--- src/rtl/hex_pkg.sv ---
// Shared types and constants for the six-digit hex display controller.
package hex_pkg;

    localparam int HEX_NUM_DIGITS   = 6;
    localparam int HEX_NUM_SEGMENTS = 8;

    typedef enum logic [1:0] {
        IDLE,
        SCAN,
        COMMIT
    } hex_ctrl_state_t;

    localparam logic [HEX_NUM_SEGMENTS-1:0] SEG_BLANK = '1;

    typedef logic [$clog2(HEX_NUM_DIGITS)-1:0] digit_idx_t;

endpackage

--- src/rtl/hex_display.sv ---
// Combinational hex-to-seven-segment decoder, active-low segments, DP at the MSB.
module hex_display #(
    parameter int NUM_SEGMENTS    = 8,
    parameter int BITS_PER_NIBBLE = 4
) (
    input  logic [BITS_PER_NIBBLE-1:0] hex_char,
    input  logic                       enable_dp,
    output logic [NUM_SEGMENTS-1:0]    segments
);

    // enable_dp is active-low and passes straight through to the DP segment
    always_comb begin
        segments                 = '1;
        segments[NUM_SEGMENTS-1] = enable_dp;
        case (hex_char)
            4'h0:    segments[6:0] = 7'h40;
            4'h1:    segments[6:0] = 7'h79;
            4'h2:    segments[6:0] = 7'h24;
            4'h3:    segments[6:0] = 7'h30;
            4'h4:    segments[6:0] = 7'h19;
            4'h5:    segments[6:0] = 7'h12;
            4'h6:    segments[6:0] = 7'h02;
            4'h7:    segments[6:0] = 7'h78;
            4'h8:    segments[6:0] = 7'h00;
            4'h9:    segments[6:0] = 7'h10;
            4'hA:    segments[6:0] = 7'h08;
            4'hB:    segments[6:0] = 7'h03;
            4'hC:    segments[6:0] = 7'h46;
            4'hD:    segments[6:0] = 7'h21;
            4'hE:    segments[6:0] = 7'h06;
            default: segments[6:0] = 7'h0E;
        endcase
    end

endmodule

--- src/rtl/hex_display_ctrl.sv ---
// Time-multiplexed six-digit display controller with atomic commit, LZ blanking and DPs.
// Optional blinking is built when HEX_DISPLAY_CTRL_BLINK_EN is defined.
module hex_display_ctrl
    import hex_pkg::*;
#(
    parameter int NUM_DIGITS      = HEX_NUM_DIGITS,
    parameter int NUM_SEGMENTS    = HEX_NUM_SEGMENTS,
    parameter int BITS_PER_NIBBLE = 4,
    parameter int BLINK_DIV       = 25_000_000
) (
    input  logic                                 clk,
    input  logic                                 n_rst,
    input  logic [NUM_DIGITS*BITS_PER_NIBBLE-1:0] value_in,
    input  logic [NUM_DIGITS-1:0]                dp_in,
    input  logic                                 blank_lz,
    input  logic                                 load_valid,
    output logic                                 load_ready,
    input  logic [NUM_DIGITS-1:0]                blink_en,
    output logic                                 busy,
    output logic [NUM_DIGITS*NUM_SEGMENTS-1:0]   HEX_OUT
);

    localparam int VALUE_W = NUM_DIGITS * BITS_PER_NIBBLE;
    localparam int BANK_W  = NUM_DIGITS * NUM_SEGMENTS;

    hex_ctrl_state_t state, next_state;

    logic [VALUE_W-1:0]         value_lat;
    logic [NUM_DIGITS-1:0]      dp_lat;
    logic                       lz;
    digit_idx_t                 idx;
    logic [BANK_W-1:0]          shadow;
    logic [BANK_W-1:0]          disp;

    logic [BITS_PER_NIBBLE-1:0] nibble;
    logic [NUM_SEGMENTS-1:0]    dec_seg;
    logic [NUM_SEGMENTS-1:0]    scan_seg;
    logic                       blank_digit;

    assign nibble      = value_lat[idx*BITS_PER_NIBBLE +: BITS_PER_NIBBLE];
    assign blank_digit = lz && (nibble == '0) && (idx != '0);
    assign scan_seg    = blank_digit ? {dec_seg[NUM_SEGMENTS-1], SEG_BLANK[NUM_SEGMENTS-2:0]}
                                     : dec_seg;

    hex_display #(
        .NUM_SEGMENTS    (NUM_SEGMENTS),
        .BITS_PER_NIBBLE (BITS_PER_NIBBLE)
    ) u_decoder (
        .hex_char  (nibble),
        .enable_dp (~dp_lat[idx]),
        .segments  (dec_seg)
    );

    always_ff @(posedge clk or negedge n_rst) begin
        if (!n_rst) state <= IDLE;
        else        state <= next_state;
    end

    always_comb begin
        next_state = state;
        case (state)
            IDLE:    if (load_valid) next_state = SCAN;
            SCAN:    if (idx == '0)  next_state = COMMIT;
            COMMIT:  next_state = IDLE;
            default: next_state = IDLE;
        endcase
    end

    assign load_ready = (state == IDLE);
    assign busy       = !load_ready;

    // Scan walks from the most significant digit so the LZ flag sees leading digits first
    always_ff @(posedge clk or negedge n_rst) begin
        if (!n_rst) begin
            value_lat <= '0;
            dp_lat    <= '0;
            lz        <= 1'b0;
            idx       <= digit_idx_t'(NUM_DIGITS-1);
            shadow    <= '1;
            disp      <= '1;
        end else begin
            case (state)
                IDLE: begin
                    if (load_valid) begin
                        value_lat <= value_in;
                        dp_lat    <= dp_in;
                        lz        <= blank_lz;
                        idx       <= digit_idx_t'(NUM_DIGITS-1);
                    end
                end
                SCAN: begin
                    shadow[idx*NUM_SEGMENTS +: NUM_SEGMENTS] <= scan_seg;
                    if (nibble != '0) lz <= 1'b0;
                    if (idx != '0) idx <= idx - 1'b1;
                end
                COMMIT: disp <= shadow;
                default: ;
            endcase
        end
    end

`ifdef HEX_DISPLAY_CTRL_BLINK_EN
    localparam int CNT_W = $clog2(BLINK_DIV);

    logic [CNT_W-1:0] blink_cnt;
    logic             blink_phase;

    always_ff @(posedge clk or negedge n_rst) begin
        if (!n_rst) begin
            blink_cnt   <= '0;
            blink_phase <= 1'b0;
        end else if (blink_cnt == CNT_W'(BLINK_DIV-1)) begin
            blink_cnt   <= '0;
            blink_phase <= ~blink_phase;
        end else begin
            blink_cnt   <= blink_cnt + 1'b1;
        end
    end

    always_comb begin
        HEX_OUT = disp;
        for (int i = 0; i < NUM_DIGITS; i++) begin
            if (blink_phase && blink_en[i])
                HEX_OUT[i*NUM_SEGMENTS +: NUM_SEGMENTS] = SEG_BLANK[NUM_SEGMENTS-1:0];
        end
    end
`else
    logic unused_blink;

    assign unused_blink = (^blink_en) ^ (BLINK_DIV < 2);
    assign HEX_OUT      = disp;
`endif

endmodule
--- config.mk ---
export PLATFORM = sky130hd
export DESIGN_NAME = hex_display_ctrl
export DESIGN_NICKNAME = d
export VERILOG_FILES = /design/src/rtl/hex_pkg.sv /design/src/rtl/hex_display.sv /design/src/rtl/hex_display_ctrl.sv
export SDC_FILE = /design/constraint.sdc
export NUM_CORES = 1
export LEC_CHECK = 0
export CAP_MARGIN = 20
export CORE_UTILIZATION = 49
export CTS_CLUSTER_DIAMETER = 30
export DETAILED_ROUTE_END_ITERATION = 8
export PLACE_DENSITY = 0.87
export SYNTH_ARGS = -nofsm -noshare
export SYNTH_HDL_FRONTEND = slang
export SYNTH_SLANG_ARGS = --single-unit
--- constraint.sdc ---
create_clock -name clk -period 2.8 [get_ports clk]
set_clock_uncertainty 0.05 [all_clocks]
set_input_delay 0.28 -clock clk [delete_from_list [all_inputs] [get_ports clk]]
set_output_delay 0.28 -clock clk [all_outputs]
set_load 0.005 [all_outputs]
==> results of run 1 <==
cells by family after synthesis:
group           after synthesis  share of synthesized area, %
simple gates                189                          14.2
flops                       132                          58.9
mux                          77                          15.1
compound gates               60                          6.31
buf+inv                      32                          2.93
fa+ha+maj                    12                          2.58
final cells by class:
| type | instances | area (µm²) |
|---|---|---|
| Tap cell | 143 | 179 |
| Timing Repair Buffer | 103 | 993 |
| Multi-Input combinational cell | 338 | 2240 |
| Clock inverter | 14 | 164 |
| Sequential cell | 132 | 3430 |
| Inverter | 10 | 37.5 |
| Fill cell | 859 | 4000 |
| Clock buffer | 18 | 429 |
report_power, final:
part / leakage (nW) / total (mW) / switching [mW] / internal [mW]
combinational: 1.57 / 3.74 / 2.04 / 1.71
sequential: 1.44 / 3.34 / 0.397 / 2.95
clock: 0.283 / 2.23 / 0.891 / 1.34
cell usage after synthesis (2+ instances only):
cell      instances
nand2_1         132
dfstp_2          98
mux2_2           52
dfrtp_1          34
mux2i_1          21
o21ai_0          21
nor2_1           19
o21ai_1          19
ha_1             12
clkbuf_1         11
inv_1            10
a22o_1            6
and3_1            6
buf_1             5
nand2b_1          5
nand3_1           5
buf_6             4
nor2_2            3
nor2b_1           3
a21oi_1           2
a31o_2            2
and2_1            2
mux2i_4           2
nand4b_1          2
nor3_2            2
nor4b_1           2
o22ai_1           2
o22ai_2           2
metal layers:
metal / GRT usage, % / up-vias
met2: 32.8 / 141
met1: 26.9 / 1946
met5: 0 / -
met4: 9.87 / 0
li1: - / 1891
met3: 4.37 / 29
repair_timing:
item / 4_1_cts / 5_1_grt
buffers inserted: 0 / 5
gates resized for setup: 2 / 3
hold endpoints to repair: 34 / 0
hold buffers: 1 / 0
setup endpoints to repair: 8 / 16
cell usage in the layout, fill, tap and decap left out, types with 10 or more instances in the layout:
| cell | n |
|---|---|
| clkdlybuf4s50_1 | 82 |
| dfstp_2 | 97 |
| mux2i_1 | 21 |
| ha_1 | 12 |
| inv_1 | 10 |
| dfrtp_1 | 34 |
| mux2_2 | 52 |
| nor2_1 | 19 |
| clkbuf_16 | 17 |
| o21ai_0 | 21 |
| buf_4 | 19 |
| nand2_1 | 132 |
| o21ai_1 | 19 |
per-stage QoR:
step                hold slack [ns]  setup slack (ns)   TNS, ns
finish                        0.310             0.103         0
CTS                           0.308            0.0133         0
floorplan                   -0.0656             0.166         0
detailed placement            0.200            -0.118    -0.391
global route                  0.327          -0.00583  -0.00583
global placement              0.196             0.128         0
how the worst min path moves through the flow:
| stage | to | slack [ns] | from | cells after the start |
|---|---|---|---|---|
| 2_1_floorplan | dp_lat[0] | -0.07 | n_rst | 0 |
| 3_3_place_gp | HEX_OUT[16] | 0.20 | n_rst | 1 |
| 3_5_place_dp | HEX_OUT[16] | 0.20 | n_rst | 1 |
| 4_1_cts | HEX_OUT[16] | 0.31 | n_rst | 2 |
| 5_1_grt | HEX_OUT[20] | 0.33 | n_rst | 2 |
| 6_report | HEX_OUT[16] | 0.31 | n_rst | 2 |
state kept, by name, summed over array words and instances, names as in the netlist:
signal and cells:
dp_lat 6, shadow 48, idx 3, state 2, HEX_OUT 48, value_lat 24
lz 1
==> impl_results.md, run 1 <==
* Mapped Cells at ~500
* GRT Util Overall at roughly a fifth
* PwrDens at ~1200 nW/µm²
* IO buf count at 83
* Starting Density at a little over 50%
* Tmin final at roughly 2.7 ns
* Placeable Area at around 11000 µm²
* CP required at a little over 3 ns
* Reg2reg end: shadow[36]
* Post-Layout Cell Count at approximately 760
* Synth warnings at 0
* R2R cell count at 10
* Die ar. at 12300 µm²
* Number of global-route vias before repair at 4118
* Cts bufs inserted at 17
* Seq/Total Area, Yosys at between 50% and 60%
* Final hold violations at 0
* DR WL met3 at 599 µm
* Syn_nets at roughly 550
* Worst setup path start: idx[0]
* Fmax at 371 MHz
* Antenna violations before repair at 0
* WP depth at 10
* Row count at 39
* Synth Register Bits at between 100 and 150
* Ys flop type: dfstp_2
* Status: complete, no violations
* Crit path capture: shadow[36]
* Crit path kind: reg -> reg
* Final critical-path share of the clock period at between 90% and 100%
* Distinct cells, synth at 46
* Synth top area share at between 40% and 50%
* Placed cell count at between 700 and 800
* Slowest-stage cell, CP: dfstp_4
* Gr ovfl total at 0
* Relative slew slack at between 40% and 50%
* Fin util at 65.1%
* Cell taking the most area after synthesis: dfstp_2
* Final setup vio count at 0
* 1st-iter DRT viols at ~250
* Final instance area at 7470 µm²
* Die Span X at 111 µm
* Critical Path AT at around 3.0 ns
* DR WL/cell at around 16 µm
* Worst-Skew Late Latency at ~0.4 ns
* MaxCap Viol Count at 0
* Async S/R FF share, synth at 100%
* Antenna Violating Nets Remaining at 0
* P_leak at between 3 and 4 nW
* FF-to-FF Start: idx[0]
* CP Capture Type: flip-flop
* Area after DPL at slightly below 7000 µm²
* Clock Sink Count at 132
* Routed wl met2 at 5790 µm
* First-pass GRT wire length at about 20000 µm
* Largest net degree at the start of global routing at ~130
* Area Overhead vs Synth at 28.4%
* WL final at approximately 12000 µm
* Most frequent CP cell: mux2i_1
* Slew Viols, Final at 0
* CP max stage delay at around 0.65 ns
* CTS tree: done
* CP Buf/Inv Count at 1
* Worst-path clk slew at 0.06 ns
* Die Ht at about 110 µm
* Peak supply drop at between 0.0006 and 0.0007 V
* Fin nets at about 650
* Met1 WL at approximately 5400 µm
* Worst R2R Setup Slack at around 0.10 ns
* Crit path max-delay family: simple AND/OR/NAND/NOR gates
* CTS H-tree depth at 4
* Vias at about 4000
* Share of cells above drive strength 1 at a little over a third
* Worst Max-Slew Pin Slew at roughly 0.76 ns
* CTS root buf: clkbuf_16
* DRC Markers at 0
* Post-synth EDFFs at 0
* Vias per inst at between 5 and 6
* CP cell instances: buf_4, mux2i_1, nor2_1, nor3_2, ha_1, and2_2, nor4_1, mux2i_1, a21oi_4, o21ai_0
* Syn_area_per_cell at 11.6 µm²
* Detailed Place HPWL at about 8000 µm
* Area contributors post-synth: dfstp_2, dfrtp_1, mux2_2
* N_diodes at 0
* Worst-path fanout max at 6
* Ports at 90
* HP Class: in -> async
* DR pass1 iterations at 5
* Max clock buf depth at 2
* DR top layer: met4
* CP startpoint kind: flip-flop
* Placer Congestion at roughly 0.83
* Pwr Total at 9.32 mW
* Mapped cell area at ~5800 µm²
Power figures use the tool's default switching activity.
==> inputs of run 2 (changes only) <==
- PLACE_DENSITY: 0.87 -> 0.86
- SYNTH_HIERARCHICAL: unset -> 1
==> run 2 against run 1 <==
Compared with the run above: the flow now finishes with violations (DRC, setup timing); maximum frequency fell by 10%; final cell count grew 7.9%; routed wire length increased by 26%; power up 22%; global-route usage rose by 2.8 points; die area increased by 2.4%; design area rose by 10%; critical path depth rose by 3; via count rose by 14%.
==> impl_results.md, run 2 <==
* Slew Viols, Final at 0 (unchanged)
* Routed wl met2 at 7960 µm (+37%)
* CTS root buf: clkbuf_16
* Vias at 4586 (+14%)
* Synth warnings at 6 (+6)
* Max clock buf depth at 2 (unchanged)
* Distinct cells, synth at 44 (-4.3%)
* Synth cell count leaders: nand2_1, dfstp_2, mux2_2, dfrtp_1, o21ai_0
* Final setup vio count at 38 (+38)
* Ys flop type: dfstp_2
* DR WL met3 at 812 µm (+36%)
* CTS H-tree depth at 4 (unchanged)
* Violated checks: DRC, setup timing
* CTS tree: done
* HP Class: in -> async
* Final instance area at 8220 µm² (+10%)
* Crit path kind: reg -> reg
* Placed cell count at 764 (+6.1%)
* Placer Congestion at 0.892 (+7.0%)
* Largest net degree at the start of global routing at 55 (-58%)
* 1st-iter DRT viols at 237 (-3.7%)
* MaxCap Viol Count at 0 (unchanged)
* P_leak at 3.58 nW (+8.8%)
* Share of cells above drive strength 1 at 45.6% (+9.7 points)
* CP Buf/Inv Count at 6 (+5)
* Mapped cell area at 5960 µm² (+2.5%)
* DR top layer: met4
* Met1 WL at 6040 µm (+12%)
* Antenna Violating Nets Remaining at 0 (unchanged)
* Slowest-stage cell, CP: dfstp_2
* Syn_area_per_cell at 11.4 µm² (-1.7%)
* Final hold violations at 0 (unchanged)
* Status: complete, but fails checks
* Number of global-route vias before repair at 4669 (+13%)
* IO buf count at 83 (unchanged)
* Die Span X at 112 µm (+1.2%)
* Most common cell after layout, fill and taps aside: nand2_1
* Area Overhead vs Synth at 38.0%
* DRC Markers at 3 (+3)
* Fmax at 332 MHz (-10%)
* Area contributors post-synth: dfstp_2, dfrtp_1, mux2_2
* Crit path max-delay family: buffers and inverters
* Worst Max-Slew Pin Slew at 0.665 ns (-0.0981 ns)
* FF+latch area at 3430 µm² (-0.11%)
* Final critical-path share of the clock period at 107% (+11 points)
* Cell with the most instances after synthesis: nand2_1
* Area after DPL at 7210 µm² (+5.9%)
* CP startpoint kind: flip-flop
* Fin nets at 716 (+9.5%)
* Synth Register Bits at 132 (unchanged)
* Row count at 39 (unchanged)
* GRT Util Overall at 23.4% (+2.8 points)
* CP required at 3.10 ns (+0.03 ns)
* Worst-path fanout max at 8 (+2)
* Critical Path AT at 3.31 ns (+0.34 ns)
* Post-Layout Cell Count at 818 (+7.9%)
* Clock Sink Count at 132 (unchanged)
* Seq/Total Area, Yosys at 57.5% (-1.4 points)
* Placeable Area at 11600 µm² (+1.3%)
* CP Capture Type: flip-flop
* Multi-input logic area at 2530 µm² (+13%)
* DR pass1 iterations at 9 (+4)
* DR WL/cell at 18.6 µm (+16%)
* Detailed Place HPWL at 8990 µm (+12%)
* RSZ-0062 raised after global routing: yes
* Worst-path clk slew at 0.06 ns (about the same)
* Peak supply drop at 0.000726 V (+12%)
* Die ar. at 12600 µm² (+2.4%)
* Gr ovfl total at 0 (unchanged)
* Starting Density at 51.3% (+0.59 points)
* Vias per inst at 5.61 (+6.1%)
* Fillers at 730 (-15%)
* Setup ws final at -0.209 ns (-0.312 ns)
* First-pass GRT wire length at 22700 µm (+14%)
* PwrDens at 1390 nW/µm² (+11%)
* CP cell instances: buf_12, buf_6, mux2_2, a222oi_1, inv_1, buf_6, nor2_4, a22o_1, nand2b_1, inv_1, a31oi_1, buf_4, a21oi_2
* Cts bufs inserted at 17 (unchanged)
* Pwr Total at 11.4 mW (+22%)
* Worst-Skew Late Latency at 0.42 ns (about the same)
* Ports at 90 (unchanged)
* Mapped Cells at 523 (+4.2%)
* Synth top area share at 43.2% (-1.1 points)
* Cell taking the most area after synthesis: dfstp_2
* Most frequent cells in the layout: nand2_1, dfstp_2, clkdlybuf4s50_1
* WL final at 15200 µm (+26%)
* Tmin final at 3.01 ns (+0.312 ns)
* Antenna violations before repair at 0 (unchanged)
* Relative slew slack at 55.6% (+6.5 points)
* CTS Hold Buffers Added at 0 (-1)
* Setup TNS at -4.15 ns (-4.15 ns)
* Hold Slack at 0.184 ns (-0.126 ns)
* Die Ht at 112 µm (+1.2%)
* Async S/R FF share, synth at 100% (unchanged)
* Syn_nets at 576 (+4.0%)
* N_diodes at 0 (unchanged)
* Post-synth EDFFs at 0 (unchanged)
* CP max stage delay at 0.56 ns (-0.09 ns)
[run 2: changes by cell type in the layout (fill, tap and decap cells not counted), moves of 7 or more]
cell,before,now
a32oi_1,0,13
buf_4,19,61
mux2_2,52,60
mux2i_1,21,6
nand2b_1,4,11
o21ai_0,21,10
o21ai_1,19,7
[run 2: layout make-up]
class | count | area share [%]
repair buffers | 149 | 16.8
multi-input cells | 343 | 30.7
flip-flops and latches | 132 | 41.7
well taps | 143 | 2.18
clock buffers | 19 | 5.52
clock inverters | 12 | 2.18
inverters | 20 | 0.913
[run 2: what timing repair did]
item                                    4_1_cts  5_1_grt
pin swaps                                     3       12
endpoints found under the setup margin       27       44
gates cloned                                  0        2
gates resized for setup                      12       46
setup buffers                                 9       12
[run 2: per-layer routing]
layer,vias to the layer above,GRT usage [%]
met1,2298,27.7
li1,2061,-
met4,0,10.6
met2,185,40.4
met3,42,5.62
met5,-,0
[run 2: power by group]
part | internal, mW | leakage, nW | switching [mW] | total [mW]
combinational | 2.75 | 1.84 | 2.91 | 5.66
clock | 1.54 | 0.297 | 0.830 | 2.37
sequential | 2.92 | 1.44 | 0.443 | 3.36
[run 2: worst paths after layout]
check	from	to	slack (ns)	cells past startpoint
worst min-delay path	n_rst	HEX_OUT[4]	0.18	1
min in group clk	value_in[7]	value_lat[7]	0.33	3
worst max-delay path	idx[0]	shadow[38]	-0.21	13
worst max register to register	idx[0]	shadow[38]	-0.21	13
max in group asynchronous	n_rst	dp_lat[5]	2.05	2
worst min register to register	shadow[30]	shadow[30]	0.41	2
[run 2: kinds of logic (layout without fill, tap and decap cells)]
logic type	after synthesis	in the layout	share of synthesized area [%]
compound gates	66	67	7.23
fa+ha+maj	13	13	2.73
buf+inv	50	200	3.89
flops	132	132	57.5
mux	76	76	14.7
simple gates	186	187	13.9
[run 2: stage by stage]
stage | utilization, % | worst slack [ns]
floorplan | - | -0.00892
global placement | 62.1 | -0.0660
detailed placement | 62.1 | -0.155
CTS | 68.5 | 0.00308
global route | 70.8 | -0.254
finish | 70.8 | -0.209
==> RTL change (flow settings as in run 2) <==
Re-encode `hex_ctrl_state_t` (3 states) as one-hot, 3 bits wide.
--- a/src/rtl/hex_pkg.sv
+++ b/src/rtl/hex_pkg.sv
@@ -4,10 +4,10 @@
     localparam int HEX_NUM_DIGITS   = 6;
     localparam int HEX_NUM_SEGMENTS = 8;
 
-    typedef enum logic [1:0] {
-        IDLE,
-        SCAN,
-        COMMIT
+    typedef enum logic [2:0] {
+        IDLE   = 3'b001,
+        SCAN   = 3'b010,
+        COMMIT = 3'b100
     } hex_ctrl_state_t;
 
     localparam logic [HEX_NUM_SEGMENTS-1:0] SEG_BLANK = '1;
Function: same outputs for any inputs over 10 cycles, from zero or initial values and one cycle with n_rst low; not proved beyond that.
==> RTL change against run 2 <==
  * The run ends with design-rule violations left
  * Final cell count fell by 15%
  * Sequential cell count rose by 1
  * Worst setup slack improved by 0.28 ns
  * Via count fell by 16%
  * Wire length fell by 20%
  * Area after synthesis fell by 2.0%
  * Utilization fell by 4.7 points
  * Clock power fell by 7%
  * First-iteration DRC count fell by 25%
  * Design area fell by 7.4%
  * Power fell by 23%
  * Maximum frequency rose by 10%
  * Critical endpoint is now shadow[34]
==> RTL change: results (changes against run 2) <==
Outcome
  – Status: finished with violations (unchanged)
  – Failing checks: design-rule violations (was design-rule violations, negative setup slack)

Logic synthesis
  – Cell variety after synth: 43 (was 44)
  – Post-synthesis sequential area ratio: 0.5910 (was 0.5751)
  – Syn_nets: 489 (was 576)
  – Synth Area per Inst: 13.30 um^2 (was 11.39 um^2)
  – Synth cell count leaders: 99 x dfstp_2, 89 x mux2_2, 46 x nor2_1 (was 131 x nand2_1, 98 x dfstp_2, 62 x mux2_2)

STA
  – Relative slew slack: 0.4138 (was 0.5564)
  – Fin crit share: 0.9743 (was 1.074)

Routing
  – Via density: 5.516 (was 5.606)
  – Drt first pass iters: 7 (was 9)
  – Total wire length: 12210 um (was 15240 um)
  – Drc violations: 17 (was 3)

Clock tree
  – Number of post-CTS setup repair buffers: 1 (was 9)
  – Post-CTS resize count: 2 (was 12)
  – Sink Count: 133 (was 132)

Placement
  – Post-DP Area: 0.006942 mm^2 (was 0.007209 mm^2)
  – DPL Wire Length: 8228 um (was 8987 um)
  – DP Worst Slack: -0.02288 ns (was -0.1553 ns)

Cells and area
  – Seq area share: 0.4536 (was 0.4167)
  – Buffering overhead: 0.1392 (was 0.1680)
  – Multi-input combinational gate total: 267 (was 343)
  – # clk buffers: 21 (was 19)
  – Buffers, non-clock: 110 (was 149)
  – Signal inverters: 13 (was 20)
  – Multi-input combinational area share: 0.2995 (was 0.3074)
  – Fillers: 830 (was 730)
  – Post-route insts no fill: 698 (was 818)
  – Final nets: 592 (was 716)
  – Fraction of layout instances using a drive strength above 1: 0.4937 (was 0.4563)
  – Post-route cell area: 0.007612 mm^2 (was 0.008222 mm^2)

Setup path
  – Worst reg2reg setup slack: 0.07 ns (was -0.21 ns)
  – CP arrival: 3.01 ns (was 3.31 ns)
  – R2R depth: 10 (was 13)
  – R2r endpoint: shadow[34] (was shadow[38])
  – Worst-path fanout max: 9 (was 8)

Global routing
  – First-pass GRT wire length: 20650 um (was 22740 um)
  – Total GRT Usage: 0.2135 (was 0.2337)
  – Largest net degree at the start of global routing: 67 (was 55)
  – Vias in the first global route: 4065 (was 4669)

Die
  – Core ar.: 0.01152 mm^2 (was 0.01161 mm^2)

Pwr
  – Leakage power: 3.089 nW (was 3.579 nW)
## RTL change: changes by cell type in the layout (fill, tap and decap cells not counted), sizes merged, moves of 5 or more
cell | run 2 | this run
a31oi | 8 | 35
nand2 | 131 | 13
buf | 67 | 28
nor2 | 17 | 46
o21ai | 22 | 12
a21oi | 12 | 6
mux2 | 64 | 90
inv | 21 | 16
a32oi | 14 | 0
## RTL change: critical path, stage by stage (launching register included)
cell and delay, ns:
dfstp_2 0.60, buf_4 0.21, mux4_2 0.52, nand2_1 0.08, o21ai_1 0.14, buf_4 0.20
nor2_1 0.18, nand2_1 0.08, o21ai_0 0.11, nand2b_1 0.25, a31oi_1 0.24
## RTL change: cells by family (layout without fill, tap and decap cells)
logic type	count (synthesis)	after routing	synth area share
flip-flops	133	133	0.5910
multiplexers	105	105	0.2112
AND/OR/NAND/NOR	91	91	0.07520
AO/OA/AOI/OAI	61	61	0.06941
buffers and inverters	39	155	0.03170
adder cells (fa/ha/maj)	10	10	0.02142
## RTL change: routing by layer
layer	wire, um	vias to the layer above	GRT usage
li1	-	1784	-
met1	5516	1961	0.2778
met2	6061	94	0.3533
met3	486	11	0.05194
met4	142	0	0.06577
met5	0	-	0
## RTL change: power by group through the flow
stage                     sequential, mW  combinational (mW)  clock, mW
after floorplan                     2.97                2.21          0
after global placement              3.11                3.05          0
after detailed placement            3.15                3.20          0
after CTS                           3.13                3.27       2.23
after global routing                3.21                3.79       2.33
final                               3.13                3.47       2.20
## RTL change: how the worst min path moves through the flow
stage / endpoint / depth (start not counted) / slack, ns
after floorplan: dp_lat[0] / 0 / -0.07
after global placement: shadow[15] / 2 / 0.42
final: HEX_OUT[24] / 1 / 0.11
after detailed placement: shadow[15] / 2 / 0.43
after global routing: HEX_OUT[26] / 1 / 0.16
after CTS: HEX_OUT[38] / 1 / 0.12
